<file path="src/rtl/hdmi_rx_capture.sv">
`default_nettype none
// ---------------------------------------------------------------------------
// hdmi_rx_capture: validates DE/VS stream timing, crops and decimates the
// Game Boy window into framebuffer write strobes.            Rev 1.0
// ---------------------------------------------------------------------------
module hdmi_rx_capture #(
  parameter int WIDTH       = 160,
  parameter int HEIGHT      = 144,
  parameter int XDIV        = 3,
  parameter int YDIV        = 3,
  parameter int XSTART      = 80,
  parameter int YSTART      = 24,
  parameter int HSIZE       = 640,
  parameter int VSIZE       = 480,
  parameter int LOCK_FRAMES = 2
) (
  input  logic        clock25,
  input  logic        resetn,
  input  logic [23:0] vid_d,
  input  logic        vid_de,
  input  logic        vid_vs,
  output logic        wr_en,
  output logic [11:0] wr_x,
  output logic [11:0] wr_y,
  output logic [23:0] wr_rgb,
  output logic        frame_done,
  output logic        locked,
  output logic        err
);

  localparam logic [11:0] X_LO   = 12'(XSTART);
  localparam logic [11:0] X_HI   = 12'(XSTART + XDIV * WIDTH);
  localparam logic [11:0] Y_LO   = 12'(YSTART);
  localparam logic [11:0] Y_HI   = 12'(YSTART + YDIV * HEIGHT);
  localparam logic [11:0] H_LEN  = 12'(HSIZE);
  localparam logic [11:0] V_LEN  = 12'(VSIZE);
  localparam logic [11:0] X_LAST = 12'(WIDTH - 1);
  localparam logic [11:0] Y_LAST = 12'(HEIGHT - 1);
  localparam logic [11:0] SAT    = 12'hFFF;
  localparam logic [7:0]  XPH_LAST = 8'(XDIV - 1);
  localparam logic [7:0]  YPH_LAST = 8'(YDIV - 1);
  localparam logic [3:0]  LOCK_N   = 4'(LOCK_FRAMES);

  logic [23:0] s_d;
  logic        s_de, s_vs, p_de, p_vs;
  logic [11:0] col, ln, xc, yc;
  logic [7:0]  xph, yph;
  logic        seen_vs, bad_flag, armed;
  logic [3:0]  lock_cnt;

  logic        de_fall, vs_rise, line_bad, vs_de_bad, frame_bad, frame_good, err_c;
  logic [11:0] ln_inc, ln_end;
  logic [3:0]  lock_cnt_n;
  logic        locked_n, in_x, in_y, in_win, fire, wr_c;

  always_comb begin
    de_fall   = p_de & ~s_de;
    vs_rise   = s_vs & ~p_vs;
    line_bad  = de_fall & (col != H_LEN);
    vs_de_bad = vs_rise & s_de;
    ln_inc    = (ln == SAT) ? ln : ln + 12'd1;
    ln_end    = de_fall ? ln_inc : ln;
    // A line ending on the VS-rise cycle still belongs to the frame being judged.
    frame_bad  = vs_rise & seen_vs & (bad_flag | line_bad | vs_de_bad | (ln_end != V_LEN));
    frame_good = vs_rise & seen_vs & ~frame_bad;
    err_c      = line_bad | vs_de_bad | frame_bad;

    lock_cnt_n = lock_cnt;
    if (err_c)
      lock_cnt_n = 4'd0;
    else if (frame_good && lock_cnt != LOCK_N)
      lock_cnt_n = lock_cnt + 4'd1;
    locked_n = (lock_cnt_n == LOCK_N);

    in_x   = (col >= X_LO) && (col < X_HI);
    in_y   = (ln >= Y_LO) && (ln < Y_HI);
    in_win = s_de & in_x & in_y;
    fire   = in_win & (xph == 8'd0) & (yph == 8'd0);
    wr_c   = fire & armed & ~err_c;
  end

  always_ff @(posedge clock25 or negedge resetn) begin
    if (!resetn) begin
      s_d        <= 24'd0;
      s_de       <= 1'b0;
      s_vs       <= 1'b0;
      p_de       <= 1'b0;
      p_vs       <= 1'b0;
      col        <= 12'd0;
      ln         <= 12'd0;
      xc         <= 12'd0;
      yc         <= 12'd0;
      xph        <= 8'd0;
      yph        <= 8'd0;
      seen_vs    <= 1'b0;
      bad_flag   <= 1'b0;
      armed      <= 1'b0;
      lock_cnt   <= 4'd0;
      wr_en      <= 1'b0;
      wr_x       <= 12'd0;
      wr_y       <= 12'd0;
      wr_rgb     <= 24'd0;
      frame_done <= 1'b0;
      locked     <= 1'b0;
      err        <= 1'b0;
    end else begin
      s_d  <= vid_d;
      s_de <= vid_de;
      s_vs <= vid_vs;
      p_de <= s_de;
      p_vs <= s_vs;

      if (de_fall)
        col <= 12'd0;
      else if (s_de && col != SAT)
        col <= col + 12'd1;

      if (vs_rise)
        ln <= 12'd0;
      else if (de_fall)
        ln <= ln_inc;

      if (vs_rise)
        bad_flag <= 1'b0;
      else if (line_bad)
        bad_flag <= 1'b1;

      if (vs_rise)
        seen_vs <= 1'b1;

      lock_cnt <= lock_cnt_n;
      locked   <= locked_n;
      err      <= err_c;

      if (err_c)
        armed <= 1'b0;
      else if (vs_rise)
        armed <= locked_n;

      // xc/yc are the coordinates the next block top-left pixel will be written at.
      if (vs_rise) begin
        xph <= 8'd0;
        yph <= 8'd0;
        xc  <= 12'd0;
        yc  <= 12'd0;
      end else if (de_fall) begin
        xph <= 8'd0;
        xc  <= 12'd0;
        if (in_y) begin
          if (yph == YPH_LAST) begin
            yph <= 8'd0;
            yc  <= yc + 12'd1;
          end else begin
            yph <= yph + 8'd1;
          end
        end
      end else if (in_win) begin
        xph <= (xph == XPH_LAST) ? 8'd0 : xph + 8'd1;
        if (fire)
          xc <= xc + 12'd1;
      end

      wr_en      <= wr_c;
      frame_done <= wr_c & (xc == X_LAST) & (yc == Y_LAST);
      if (wr_c) begin
        wr_x   <= xc;
        wr_y   <= yc;
        wr_rgb <= s_d;
      end
    end
  end

endmodule
`default_nettype wire
</file>
<file path="config.mk">
export PLATFORM = sky130hd
export DESIGN_NAME = hdmi_rx_capture
export DESIGN_NICKNAME = d
export VERILOG_FILES = /design/src/rtl/hdmi_rx_capture.sv
export SDC_FILE = /design/constraint.sdc
export NUM_CORES = 1
export LEC_CHECK = 0
export CAP_MARGIN = 20
export CELL_PAD_IN_SITES_DETAIL_PLACEMENT = 1
export CELL_PAD_IN_SITES_GLOBAL_PLACEMENT = 1
export CORE_AREA = 8 8 129 131
export CTS_CLUSTER_SIZE = 24
export DETAILED_ROUTE_END_ITERATION = 7
export DIE_AREA = 0 0 137 139
export GPL_TIMING_DRIVEN = 0
export PLACE_DENSITY_LB_ADDON = 0.1
export REMOVE_ABC_BUFFERS = 1
export SKIP_CTS_REPAIR_TIMING = 1
export SLEW_MARGIN = 40
export SYNTH_ARGS = -nofsm -noshare
export SYNTH_HDL_FRONTEND = slang
export SYNTH_SLANG_ARGS = --single-unit
</file>
<file path="constraint.sdc">
create_clock -name clock25 -period 4.2 [get_ports clock25]
set_input_delay 1.05 -clock clock25 [delete_from_list [all_inputs] [get_ports clock25]]
set_output_delay 1.05 -clock clock25 [all_outputs]
set_load 0.02 [all_outputs]
</file>
==> results.toml <==
[die]
pin_count = 80
die_h_um = 139
design.core.area_sq_mm = 0.0148
die_w_um = 137
start_util_pct = 46.4
rows = 45
die-area_sq_mm = 0.0190

[place]
portBuffers = 79
dpl.hpwl_mm = 11.6
gp_congestion = 0.810

[clock_tree]
cts.sinks = 151
tritoncts = "done"
path_clk_slew_ps = 60
cts_max_level = 4
cts_buffers = 17
cts_max_path_buffers = 2
clockRootBuffer = "clkbuf_16"
clock_latency_ps = 430

[job]
cap_violations = 0

[layout]
fillers = 1540
synthToLayoutAreaGrowth_pct = 25.1
antenna_cells = 0
drive_gt1_share_pct = 14.7
regArea_sq_mm = 0.00378
multi_input_area_sq_mm = 0.00294
fin_util_pct = 58.0
fin_nets = 745

[route]
drt-wirelength-per-cell_um = 18.7
first_pass_iters = 5
dr.first_iter.drc_count = 185
vias = 5064
wirelength_mm = 16.9
final_antenna_net_count = 0
via_per_inst = 5.60
drc_errors = 0

[critical_path]
reg2reg_to = "wr_x[5]"
r2r_slack_ps = 1170
cp-end-kind = "flip-flop"
worstPathRequired_ps = 4500
r2r_cells = 7
crit_path_start_kind = "flip-flop"
arrival_ps = 3340
rr_startpoint = "ln[5]"
startpoint = "ln[5]"
worstSetupPathType = "reg2reg"
worst-path-max-fanout = 39

[global_routing]
grtUsageTotal_pct = 18.6
grt_overflow_total = 0
antenna_found_initial = 0
grt_pass1_vias = 5426
grt_max_degree = 75
grt_first_pass_wirelength_mm = 28.2

[synthesis]
ys_seq_area_share_pct = 55.2
synth_seq_cells = 151
syn_avg_cell_area_sq_um = 11.0
synth_warnings = 0
synth_top_area_share_pct = 55.2
synth_area_sq_mm = 0.00684
synth_largest_area_cell = "dfrtp_1"
synth_ff_type = "dfrtp_1"
ys_async_sr_fraction_pct = 100
synth-edff-count = 0
yosysMostFrequentCell = "dfrtp_1"
syn_inst = 620
synth_common_cells = "dfrtp_1, nand2_1, nor2_1"
yosys-top-cells-area = "dfrtp_1, mux2_2, nand2_1, o21ai_0, nor2_1"
ys_types = 62

[worst_hold_path]
hold_class = "in2async"

[timing]
fin_crit_sh_pct = 72.2
setup_viol = 0
slew_headroom_pct = 53.3
hold_viol_final = 0
fin_skew_ps = 11.2
max_freq_ghz = 0.330
period_needed_ps = 3030
tightest_slew_ps = 700
rsz0062_at_grt = "no"
report.final.slew_viol_count = 0
fin_hold_ws_ps = 404

[power_and_ir_drop]
switching_share_pct = 23.4
internal-power_w = 0.00267
p_comb_share_pct = 7.4
p_leak_nw = 3.80
power_frac_seq_pct = 44.9
pwr-share-clk_pct = 47.7
power.switching_w = 0.000813
power.density_mw_per_mm2 = 407
p_total_w = 0.00348
ir_drop_mv = 0.289

[outcome]
status = "finished, final reports clean"
[placed cells by master (no fill, tap or decap), types with 5 or more instances in the layout]
| cell | n |
|---|---|
| nand3_1 | 34 |
| nand4_1 | 8 |
| nor3b_1 | 5 |
| xor2_1 | 16 |
| nand2b_1 | 11 |
| o21ai_0 | 45 |
| nand2_1 | 60 |
| clkdlybuf4s50_1 | 78 |
| and3_1 | 14 |
| inv_1 | 17 |
| nor2_1 | 53 |
| ha_1 | 14 |
| clkbuf_16 | 17 |
| o31ai_1 | 6 |
| or3_1 | 9 |
| dfrtp_1 | 151 |
| nor3_1 | 13 |
| xnor2_1 | 14 |
| mux2_2 | 44 |
| a21oi_1 | 20 |
[state kept, by name (all words and copies together), names as in the netlist, 12 cells and up]
| register | flops |
|---|---|
| yc | 12 |
| col | 12 |
| ln | 12 |
| wr_x | 12 |
| xc | 12 |
| s_d | 24 |
| wr_rgb | 24 |
| wr_y | 12 |
[cells by family (layout without fill, tap and decap cells)]
family | after synthesis | in the layout | share of synthesized area, %
AND/OR/NAND/NOR | 241 | 241 | 19.0
flip-flops | 151 | 151 | 55.2
AO/OA/AOI/OAI | 99 | 99 | 9.22
multiplexers | 48 | 48 | 7.83
buffers and inverters | 37 | 133 | 2.27
XOR/XNOR | 30 | 30 | 3.84
adder cells (fa/ha/maj) | 14 | 14 | 2.56
[power by group through the flow]
stage          clock network, W  logic, W  registers, W
2_1_floorplan                 0  0.000144       0.00157
3_3_place_gp                  0  0.000236       0.00158
3_5_place_dp                  0  0.000259       0.00159
4_1_cts                 0.00170  0.000262       0.00156
5_1_grt                 0.00176  0.000294       0.00157
6_report                0.00166  0.000256       0.00156
[per-layer routing]
metal / vias up / global-route usage (%) / share of wire [%]
met2: 112 / 31.4 / 51
met1: 2567 / 22.7 / 43
met3: 26 / 4.71 / 4.5
met5: - / 0 / 0
li1: 2359 / - / -
met4: 0 / 5.72 / 1.6
[worst max path at each step]
| stage | end | slack [ps] | depth (start not counted) |
|---|---|---|---|
| after floorplan | wr_rgb[0] | 770 | 4 |
| after global placement | wr_x[0] | -3990 | 1 |
| after detailed placement | wr_rgb[13] | 1190 | 7 |
| after CTS | lock_cnt[1] | 1150 | 10 |
| after global routing | frame_done | 980 | 10 |
| final | wr_x[5] | 1170 | 7 |
[stage by stage]
stage	instances	TNS (ps)	cell area (sq um)	worst slack, ps
after floorplan	600	0	6750	766
after global placement	867	-643080	7770	-3990
after detailed placement	872	0	7910	1190
after CTS	904	0	8560	1150
after global routing	904	0	8560	979
final	904	0	8560	1170
[critical path: stages (launching register included)]
cell       delay [ps]
dfrtp_1           520
nor3_1            280
a2bb2oi_2         290
nand4_4           220
nor4_2            650
nand3_4           320
buf_12            280
mux2_2            300
[layout make-up]
type,instances,share of cell area (%)
flip-flops and latches,151,44.1
multi-input cells,432,34.3
repair buffers,84,10.5
clock buffers,22,5.66
well taps,188,2.75
clock inverters,10,1.93
inverters,17,0.746
(Power assumes the default switching activity.)
